### src/rtl/led_status_bank.sv
// Per-channel LED driver: off/on/PWM/heartbeat/activity modes,
// configured and read back over the local bus.
module led_status_bank #(
  parameter int N_LED = 8,
  parameter int PWM_W = 8,
  parameter int HB_DIV = 26,
  parameter int STRETCH_CYC = 1250000,
  parameter int ADDR_W = 24,
  parameter logic [ADDR_W-1:0] BASE_ADDR = 24'h020000,
  parameter int DEFAULT_MODE = 3
) (
  input  logic              lb_clk,
  input  logic              rst_n,
  input  logic [ADDR_W-1:0] lb_addr,
  input  logic              lb_write,
  input  logic              lb_rd,
  input  logic [31:0]       lb_data,
  output logic [31:0]       lb_rdata,
  output logic              lb_rd_valid,
  input  logic [N_LED-1:0]  act_in,
  output logic [N_LED-1:0]  led_out
);

  localparam int SW = (STRETCH_CYC < 1) ? 1
                    : $clog2(STRETCH_CYC + 1);
  localparam logic [SW-1:0] S_LOAD = SW'(STRETCH_CYC);
  localparam logic [2:0] M_RST = 3'(DEFAULT_MODE);

  logic [2:0]       mode    [N_LED];
  logic [PWM_W-1:0] duty    [N_LED];
  logic [SW-1:0]    stretch [N_LED];
  logic             invert;
  logic             lamp_test;
  logic [PWM_W-1:0] pwm_cnt;
  logic [HB_DIV-1:0] hb_cnt;

  logic [ADDR_W-1:0] off;
  logic              glob_hit;
  logic [31:0]       rd_word;
  logic [N_LED-1:0]  mode_val;
  logic              unused_ok;

  // Addresses below BASE_ADDR wrap to huge offsets and miss.
  assign off       = lb_addr - BASE_ADDR;
  assign glob_hit  = (off == ADDR_W'(N_LED));
  assign unused_ok = ^lb_data;

  always_comb begin
    rd_word = 32'd0;
    for (int i = 0; i < N_LED; i++) begin
      if (off == ADDR_W'(i)) begin
        rd_word = 32'(mode[i])
                | (32'(duty[i]) << 8);
      end
    end
    if (glob_hit) begin
      rd_word = {30'd0, lamp_test, invert};
    end
  end

  always_comb begin
    mode_val = '0;
    for (int i = 0; i < N_LED; i++) begin
      case (mode[i])
        3'd1:    mode_val[i] = 1'b1;
        3'd2:    mode_val[i] = pwm_cnt < duty[i];
        3'd3:    mode_val[i] = hb_cnt[HB_DIV-1];
        3'd4:    mode_val[i] = stretch[i] != '0;
        default: mode_val[i] = 1'b0;
      endcase
    end
  end

  always_ff @(posedge lb_clk or negedge rst_n) begin
    if (!rst_n) begin
      for (int i = 0; i < N_LED; i++) begin
        mode[i]    <= M_RST;
        duty[i]    <= '0;
        stretch[i] <= '0;
      end
      invert      <= 1'b0;
      lamp_test   <= 1'b0;
      pwm_cnt     <= '0;
      hb_cnt      <= '0;
      led_out     <= '0;
      lb_rdata    <= 32'd0;
      lb_rd_valid <= 1'b0;
    end else begin
      pwm_cnt     <= pwm_cnt + 1'b1;
      hb_cnt      <= hb_cnt + 1'b1;
      lb_rd_valid <= lb_rd;
      if (lb_rd) begin
        lb_rdata <= rd_word;
      end
      for (int i = 0; i < N_LED; i++) begin
        if (lb_write && off == ADDR_W'(i)) begin
          mode[i] <= lb_data[2:0];
          duty[i] <= lb_data[PWM_W+7:8];
        end
        // Stretch runs in every mode so a mode switch shows remaining time.
        if (act_in[i]) begin
          stretch[i] <= S_LOAD;
        end else if (stretch[i] != '0) begin
          stretch[i] <= stretch[i] - 1'b1;
        end
      end
      if (lb_write && glob_hit) begin
        invert    <= lb_data[0];
        lamp_test <= lb_data[1];
      end
      led_out <= (lamp_test ? {N_LED{1'b1}} : mode_val)
               ^ {N_LED{invert}};
    end
  end

endmodule
### config.mk
export PLATFORM = sky130hd
export DESIGN_NAME = led_status_bank
export DESIGN_NICKNAME = d
export VERILOG_FILES = /design/src/rtl/led_status_bank.sv
export SDC_FILE = /design/constraint.sdc
export NUM_CORES = 1
export LEC_CHECK = 0
export BUFFER_PORTS_ARGS = -buffer_cell sky130_fd_sc_hd__buf_2
export CORE_ASPECT_RATIO = 1.1
export CORE_MARGIN = 5
export CORE_UTILIZATION = 60
export DETAILED_ROUTE_END_ITERATION = 10
export PLACE_DENSITY = 0.78
export SLEW_MARGIN = 10
export SYNTH_ARGS = -nofsm -noshare
export SYNTH_HDL_FRONTEND = slang
export SYNTH_SLANG_ARGS = --single-unit
### constraint.sdc
create_clock -name lb_clk -period 7.8 [get_ports lb_clk]
set_clock_uncertainty 0.1 [all_clocks]
set_input_delay 1.17 -clock lb_clk [delete_from_list [all_inputs] [get_ports lb_clk]]
set_output_delay 1.17 -clock lb_clk [all_outputs]
set_load 0.02 [all_outputs]
; ---- Word-level counts from Yosys, hierarchy flattened
; Cells that the tools add are included.
[classes]
add_sub_neg = 11
mul = 0
div = 0
magnitude_cmp = 8
n_eq_ne = 40
shift = 0
muxes = 34
bitwise = 9
n_reduce_logical = 26
[ops]
columns = op, count
row1 = 21-bit 2-to-1 mux, 16
row2 = 32-bit 2-to-1 mux, 9
row3 = 21-bit nonzero test, 8
row4 = 21-bit by 1-bit subtractor with 21-bit output (second input constant), 8
row5 = 3-bit by 16-bit bitwise OR with 16-bit output, 8
row6 = 24-bit by 3-bit equality test with 1-bit output (second input constant), 4
row7 = 8-bit < comparator, 8
row8 = 24-bit by 2-bit equality test with 1-bit output (second input constant), 2
row9 = 3-bit by 2-bit equality test with 1-bit output (second input constant), 16
row10 = 1-bit case mux with 4 select lines, 8
row11 = 26-bit by 1-bit adder with 26-bit output (second input constant), 1
row12 = 24-bit by 1-bit equality test with 1-bit output (second input constant), 1
row13 = 24-bit by 4-bit equality test with 1-bit output (second input constant), 1
row14 = 3-bit by 1-bit equality test with 1-bit output (second input constant), 8
row15 = 3-bit equality test (second input constant), 8
row16 = 24-bit zero test, 1
row17 = 24-bit by 18-bit subtractor with 24-bit output (second input constant), 1
row18 = 2-bit nonzero test, 8
row19 = 1-bit logical AND, 9
row20 = 8-bit by 1-bit adder with 8-bit output (second input constant), 1
row21 = 8-bit 2-to-1 mux, 1
row22 = 8-bit XOR, 1
[totals]
ff_bits = 333
latch_bits = 0
ram_bits = 0
romBits = 0
input_bits = 68
output_inout_bits = 41
word_cells = 159
memories = 0

; ---- Longest topological paths before layout
; Gate-level depths: netlist (run 1).
[logic_depth]
word_depth = 11
depth_mapped = 9

; ---- Worst setup path before layout (run 1)
; No wires, ideal clock.
[synth_timing]
path_kind = input to register
start = input lb_addr[17]
end = register duty[16] in the netlist's numbering
setup_time_ns = 0.125
t_arrival_ns = 3.210
t_required_ns = 7.575
slack_ns = 4.365
stages = 9
n_path_buf = 1
path_cell_list = inv_1 > ha_1 > xnor2_1 > nand3_1 > or3_1 > or2_2 > nor4b_2 > buf_2 > mux2_2
[synth_between]
elab_chain_cells = 3
[synth_lines]
columns = item, line
row1 = from (decl), 14  ; input logic [ADDR_W-1:0] lb_addr,
row2 = 24-bit by 18-bit subtractor with 24-bit output, 44  ; assign off = lb_addr - BASE_ADDR;
row3 = 24-bit by 3-bit equality test with 1-bit output, 96  ; if (lb_write && off == ADDR_W'(i)) begin
row4 = 1-bit logical AND, 96
row5 = "to (signal, indexed assignment)", 98  ; duty[i] <= lb_data[PWM_W+7:8];
row6 = to (decl), 30  ; logic [PWM_W-1:0] duty [N_LED];
; Every way passes these cells.
; A chain may end at the register's enable or synchronous reset.

; ---- Worst setup path in the final report (run 1)
[layout_timing]
start = input lb_addr[17]
end = register duty[17] in the netlist's numbering
; Same word-level chain as after synthesis.

==> reports/results.ini, run 1 <==
[power_and_ir_drop]
internal_power_mw = 2.78
powerDensity_mw_per_mm2 = 199
ir_drop_mv = 0.161
pwr-share-clk_pct = 45.9
p_comb_share_pct = 7.1
p_leak_nw = 7.71
pwr-share-seq_pct = 47.0
switching_power_mw = 0.860
switching_share_pct = 23.7

[worst_setup_path]
rr_worst_depth = 8
end_kind = flop
startpoint_type = input port
path_max_fanout = 11
required_ps = 8080
crit_path_start = lb_addr[17]
crit-reg2reg-launch = stretch[84]$_DFFE_PN0P_
rrSetupSlack_ps = 4530
rr_endpoint = stretch[91]$_DFFE_PN0P_
crit_type = in2reg
arrival_ps = 3950

[synth]
synth_common_cells = dfrtp_1 (296), nor2_1 (166), inv_1 (100)
async_flop_share_pct = 100
synth_edf_count = 0
synth.area.top_cells = dfrtp_1 (45%), mux2_2 (6.5%), ha_1 (5.1%)
ys_ff_latch = 312
syn_area_mm2 = 0.0166
netlist.area_leader.share_pct = 44.7
synth_adder_area_share_pct = 5.06
ys_types = 71
synth_ff_type = dfrtp_1
synthSimpleGateAreaFrac_pct = 19.2
synth_mux_area_share_pct = 9.27
yosysMostFrequentCell = dfrtp_1
seq_area_frac_synth_pct = 47.3
syn_inst = 1596
synth_compound_area_share_pct = 6.84
yosysWarningCount = 0
avgSynthCellArea_um2 = 10.4
synth_xor_area_share_pct = 7.93
synth_top_area_cell = dfrtp_1
synth_top_family_by_area = simple AND/OR/NAND/NOR gates

[routing]
vias = 11800
drc = 0
firstDrtPassIters = 5
vias_per_cell = 5.78
detail_route.wl_per_cell_um = 16.9
finalWirelength_um = 34400
ant_nets = 0
drt_iter0_drc = 870

[clock_network]
numCtsBuffers = 35
cts_buffer_depth = 3
clk_pin_slew_worst_paths_ps = 60
root_buffer = clkbuf_16
cts_resized = 0
cts_sinks = 312
htreeDepth = 2
cts_tree = built
cts_setup_buffers = 0
clk_latency_ps = 510
cts_hold_repair.buffers = 0

[placed_design]
gp_congestion = 0.841
port_buffers = 66
placedInstanceArea_mm2 = 0.0171
dpl.hpwl_um = 23300

[final_layout]
postLayoutCellArea_mm2 = 0.0183
nets = 1788
finish.utilization_pct = 67.5
area_growth_pct = 10.6
drive_gt1_share_pct = 16.6

[floorplanning]
rows = 63
core_mm2 = 0.0271
die_h_um = 184
initial_utilization_pct = 61.1
die_area_mm2 = 0.0310
io-pin-count = 109
die_w_um = 168

[sta]
drv_slew = 0
relSlewSlack_pct = 28.2
tns_ps = 0
min_period_over_period_pct = 47.0
period_minus_slack_ps = 3670
max_freq_mhz = 273
rsz0062_at_grt = no
tightestPinTransition_ps = 1070
finalSetupViolCount = 0
hold_viol = 0

[hold_path]
holdPathEnd = hb_cnt[10]$_DFF_PN0_
hold_path.startpoint = hb_cnt[10]$_DFF_PN0_
holdCritPathClass = reg2reg
whs_path_depth = 1

[grt]
grt_use_total_pct = 22.5
grt_pass1_wl_um = 58600
grt_start_max_net_pins = 175
grt_overflow = 0
antenna_found_initial = 3
first_global_vias = 12100

[outcome]
outcome = completed

[run]
maxCapViolCount = 0

## critical path, cell delays in order
cell	delay (ps)
buf_2	80
inv_1	30
ha_1	190
xnor2_1	140
nand3_1	150
or3_1	500
or2_2	380
nor4b_4	860
mux2_2	430
## stage by stage
stage	std cells	power (mW)	hold WS (ps)	worst slack (ps)
floorplan	1616	1.90	338	4370
global placement	1973	1.98	353	3710
detailed placement	1973	1.99	358	3660
CTS	2036	3.68	372	4190
global route	2037	3.79	396	4070
finish	2037	3.64	370	4130
## cells by family (layout without fill, tap and decap cells)
family	Yosys count	count (layout)
buf+inv	171	234
fa+ha+maj	67	67
simple gates	603	603
xor+xnor	150	150
other cells	1	22
mux	119	119
flops	312	312
compound gates	173	173
## flip-flops by register name, summed over array words and instances, names as in the netlist
name / cells
lb_rdata: 11
stretch: 168
led_out: 8
duty: 64
lb_rd_valid: 1
mode: 24
lamp_test: 1
hb_cnt: 26
invert: 1
pwm_cnt: 8
## power by group through the flow
stage / Combinational [mW] / Sequential (mW) / Clock [mW]
after floorplan: 0.178 / 1.73 / 0
after CTS: 0.261 / 1.71 / 1.71
after global placement: 0.251 / 1.73 / 0
after global routing: 0.294 / 1.71 / 1.78
final: 0.258 / 1.71 / 1.67
after detailed placement: 0.258 / 1.74 / 0
## per-layer routing
metal | vias to the layer above | routed length, um | track usage (%)
met5 | - | 27 | 0
met2 | 257 | 16400 | 37.2
met4 | 4 | 735 | 6.33
li1 | 5704 | - | -
met3 | 58 | 1760 | 3.88
met1 | 5761 | 15400 | 31.0
## cell type report
type / instances / area, um2
sequential: 312 / 7830
clock buffer: 51 / 1040
inverter: 100 / 375
tap: 357 / 447
fill: 2037 / 8800
antenna: 1 / 2.50
timing repair buffer: 71 / 390
clock inverter: 12 / 140
multi-input combinational: 1133 / 8090
## layout by cell type (no fill, tap or decap), drive strengths merged, types with 26 or more instances in the layout
master  Yosys  routed
dfrtp     296     296
nor2      166     166
inv       100     100
mux2       95      95
nand2      94      94
xnor2      84      84
buf        35      71
ha         67      67
xor2       66      66
nor3       60      60
nand3      55      55
clkbuf     36      51
nand2b     45      45
nor4       45      45
o21ai      42      42
a21oi      40      40
or3        27      27
or4        26      26
## how the worst max path moves through the flow
stage / cells past startpoint / to / slack (ps)
detailed placement: 9 / duty[33]$_DFFE_PN0P_ / 3660
global placement: 9 / duty[33]$_DFFE_PN0P_ / 3710
CTS: 9 / duty[17]$_DFFE_PN0P_ / 4190
global route: 9 / duty[33]$_DFFE_PN0P_ / 4070
finish: 9 / duty[17]$_DFFE_PN0P_ / 4130
floorplan: 9 / duty[16]$_DFFE_PN0P_ / 4370
Power figures use the tool's default switching activity.
==> run 2: changes to the inputs <==
clock period = 3.5 ns   (was 7.8 ns; I/O delays follow)
==> reports/results.ini, run 2 (synthesis results as in run 1) <==
[floorplanning]
core_mm2 = 0.0271
die_h_um = 184
die_area_mm2 = 0.0310
rows = 63
initial_utilization_pct = 61.1
io-pin-count = 109
die_w_um = 168

[final_layout]
top_regs = stretch x168, duty x64, hb_cnt x26
fin_cells = 2042
most-common-layout-cells = dfrtp_1 (296), nor2_1 (166), inv_1 (100), mux2_2 (95), nand2_1 (94)
layout_commonest_cell = dfrtp_1
nets = 1800
finish.utilization_pct = 67.7
drive_gt1_share_pct = 16.9
fill_cells = 2062
area_growth_pct = 10.8
largest_reg_flops = 168
postLayoutCellArea_mm2 = 0.0183
largest-register = stretch

[worst_setup_path]
critPathSlowestCell = or4b_2
slowest_delay_ps = 670
rr_endpoint = stretch[91]$_DFFE_PN0P_
crit_path_start = stretch[84]$_DFFE_PN0P_
arrival_ps = 3340
crit-reg2reg-launch = stretch[84]$_DFFE_PN0P_
rrSetupSlack_ps = 430
timing.critical_path.cells = inv_1 -> ha_1 -> or4b_2 -> nor3_2 -> nand3_1 -> nand2_1 -> nor4_1 -> or3b_2
crit_cells = 8
critPathBufInv = 1
crit_type = reg2reg
end_kind = flop
critPathTopFamily = simple AND/OR/NAND/NOR gates
startpoint_type = flop
cp-endpoint = stretch[91]$_DFFE_PN0P_
path_max_fanout = 6
required_ps = 3770
rr_worst_depth = 8

[clock_network]
htreeDepth = 2
cts_buffer_depth = 3
cts_setup_buffers = 0
cts_tree = built
numCtsBuffers = 34
clk_pin_slew_worst_paths_ps = 60
cts_sinks = 312
cts_resized = 0
cts_hold_repair.buffers = 0
root_buffer = clkbuf_16
clk_latency_ps = 510

[grt]
grt_overflow = 0
grt_use_total_pct = 23.0
use_met3_pct = 4.25
use_met1_pct = 30.8
grt_busiest_layer = met2
grt_start_max_net_pins = 111
first_global_vias = 12100
met2_usage_pct = 38.6
antenna_found_initial = 4
grt_pass1_wl_um = 59400

[placed_design]
placed_cells = 1986
pre_cts_slack_ps = 399
gp_congestion = 0.839
port_buffers = 66
placedInstanceArea_mm2 = 0.0172
dpl.hpwl_um = 24100

[routing]
ant_nets = 0
drt_iter0_drc = 926
drc = 0
firstDrtPassIters = 5
detail_route.wl_per_cell_um = 17.4
vias = 12000
vias_per_cell = 5.89
finalWirelength_um = 35500

[sta]
tightestPinTransition_ps = 912
tns_ps = 0
fin_hold_ws_ps = -57.1
timing.final.ws_setup_ps = 433
min_period_over_period_pct = 87.6
hold_viol = 12
relSlewSlack_pct = 39.2
rsz0062_at_grt = no
period_minus_slack_ps = 3070
finalSetupViolCount = 0
max_freq_mhz = 326
drv_slew = 0

[power_and_ir_drop]
ir_drop_mv = 0.361
total_power_mw = 7.93
p_leak_nw = 7.73
powerDensity_mw_per_mm2 = 432

[run]
maxCapViolCount = 0

[outcome]
violations = negative hold slack
outcome = complete, but fails checks

[hold_path]
holdCritPathClass = in2async

## run 2: changes by cell type in the layout (fill, tap and decap cells not counted), sizes merged
cell / before / now
buf: 71 / 84
clkinv: 7 / 2
clkbuf: 51 / 49
clkinvlp: 2 / 0
bufinv: 3 / 2
diode: 1 / 2
inv: 100 / 101
## run 2: how the worst min path moves through the flow
stage	to	slack, ps	depth (start not counted)
floorplan	duty[0]$_DFFE_PN0P_	130	0
global placement	hb_cnt[21]$_DFF_PN0_	350	1
detailed placement	hb_cnt[4]$_DFF_PN0_	360	1
CTS	stretch[152]$_DFFE_PN0P_	4	1
global route	stretch[165]$_DFFE_PN0P_	30	1
finish	stretch[165]$_DFFE_PN0P_	-60	1
## run 2: layer usage
metal	share of wire, %	up-vias
met1	43	5939
met5	0.070	-
met2	48	312
met4	2.5	4
li1	-	5704
met3	5.8	78
## run 2: cell type report
cell class | instances | area, um2 | area share, %
Clock inverter | 5 | 78.8 | 0.430
Tap cell | 357 | 447 | 2.43
Clock buffer | 49 | 1020 | 5.55
Timing Repair Buffer | 84 | 513 | 2.80
Sequential cell | 312 | 7830 | 42.7
Multi-Input combinational cell | 1133 | 8080 | 44.0
Antenna cell | 2 | 5.00 | 0.0273
Inverter | 100 | 375 | 2.05
## run 2: power breakdown
group	internal [mW]	total (mW)	switching, mW
Clock	2.15	3.53	1.38
Sequential	3.70	3.81	0.108
Combinational	0.214	0.590	0.376
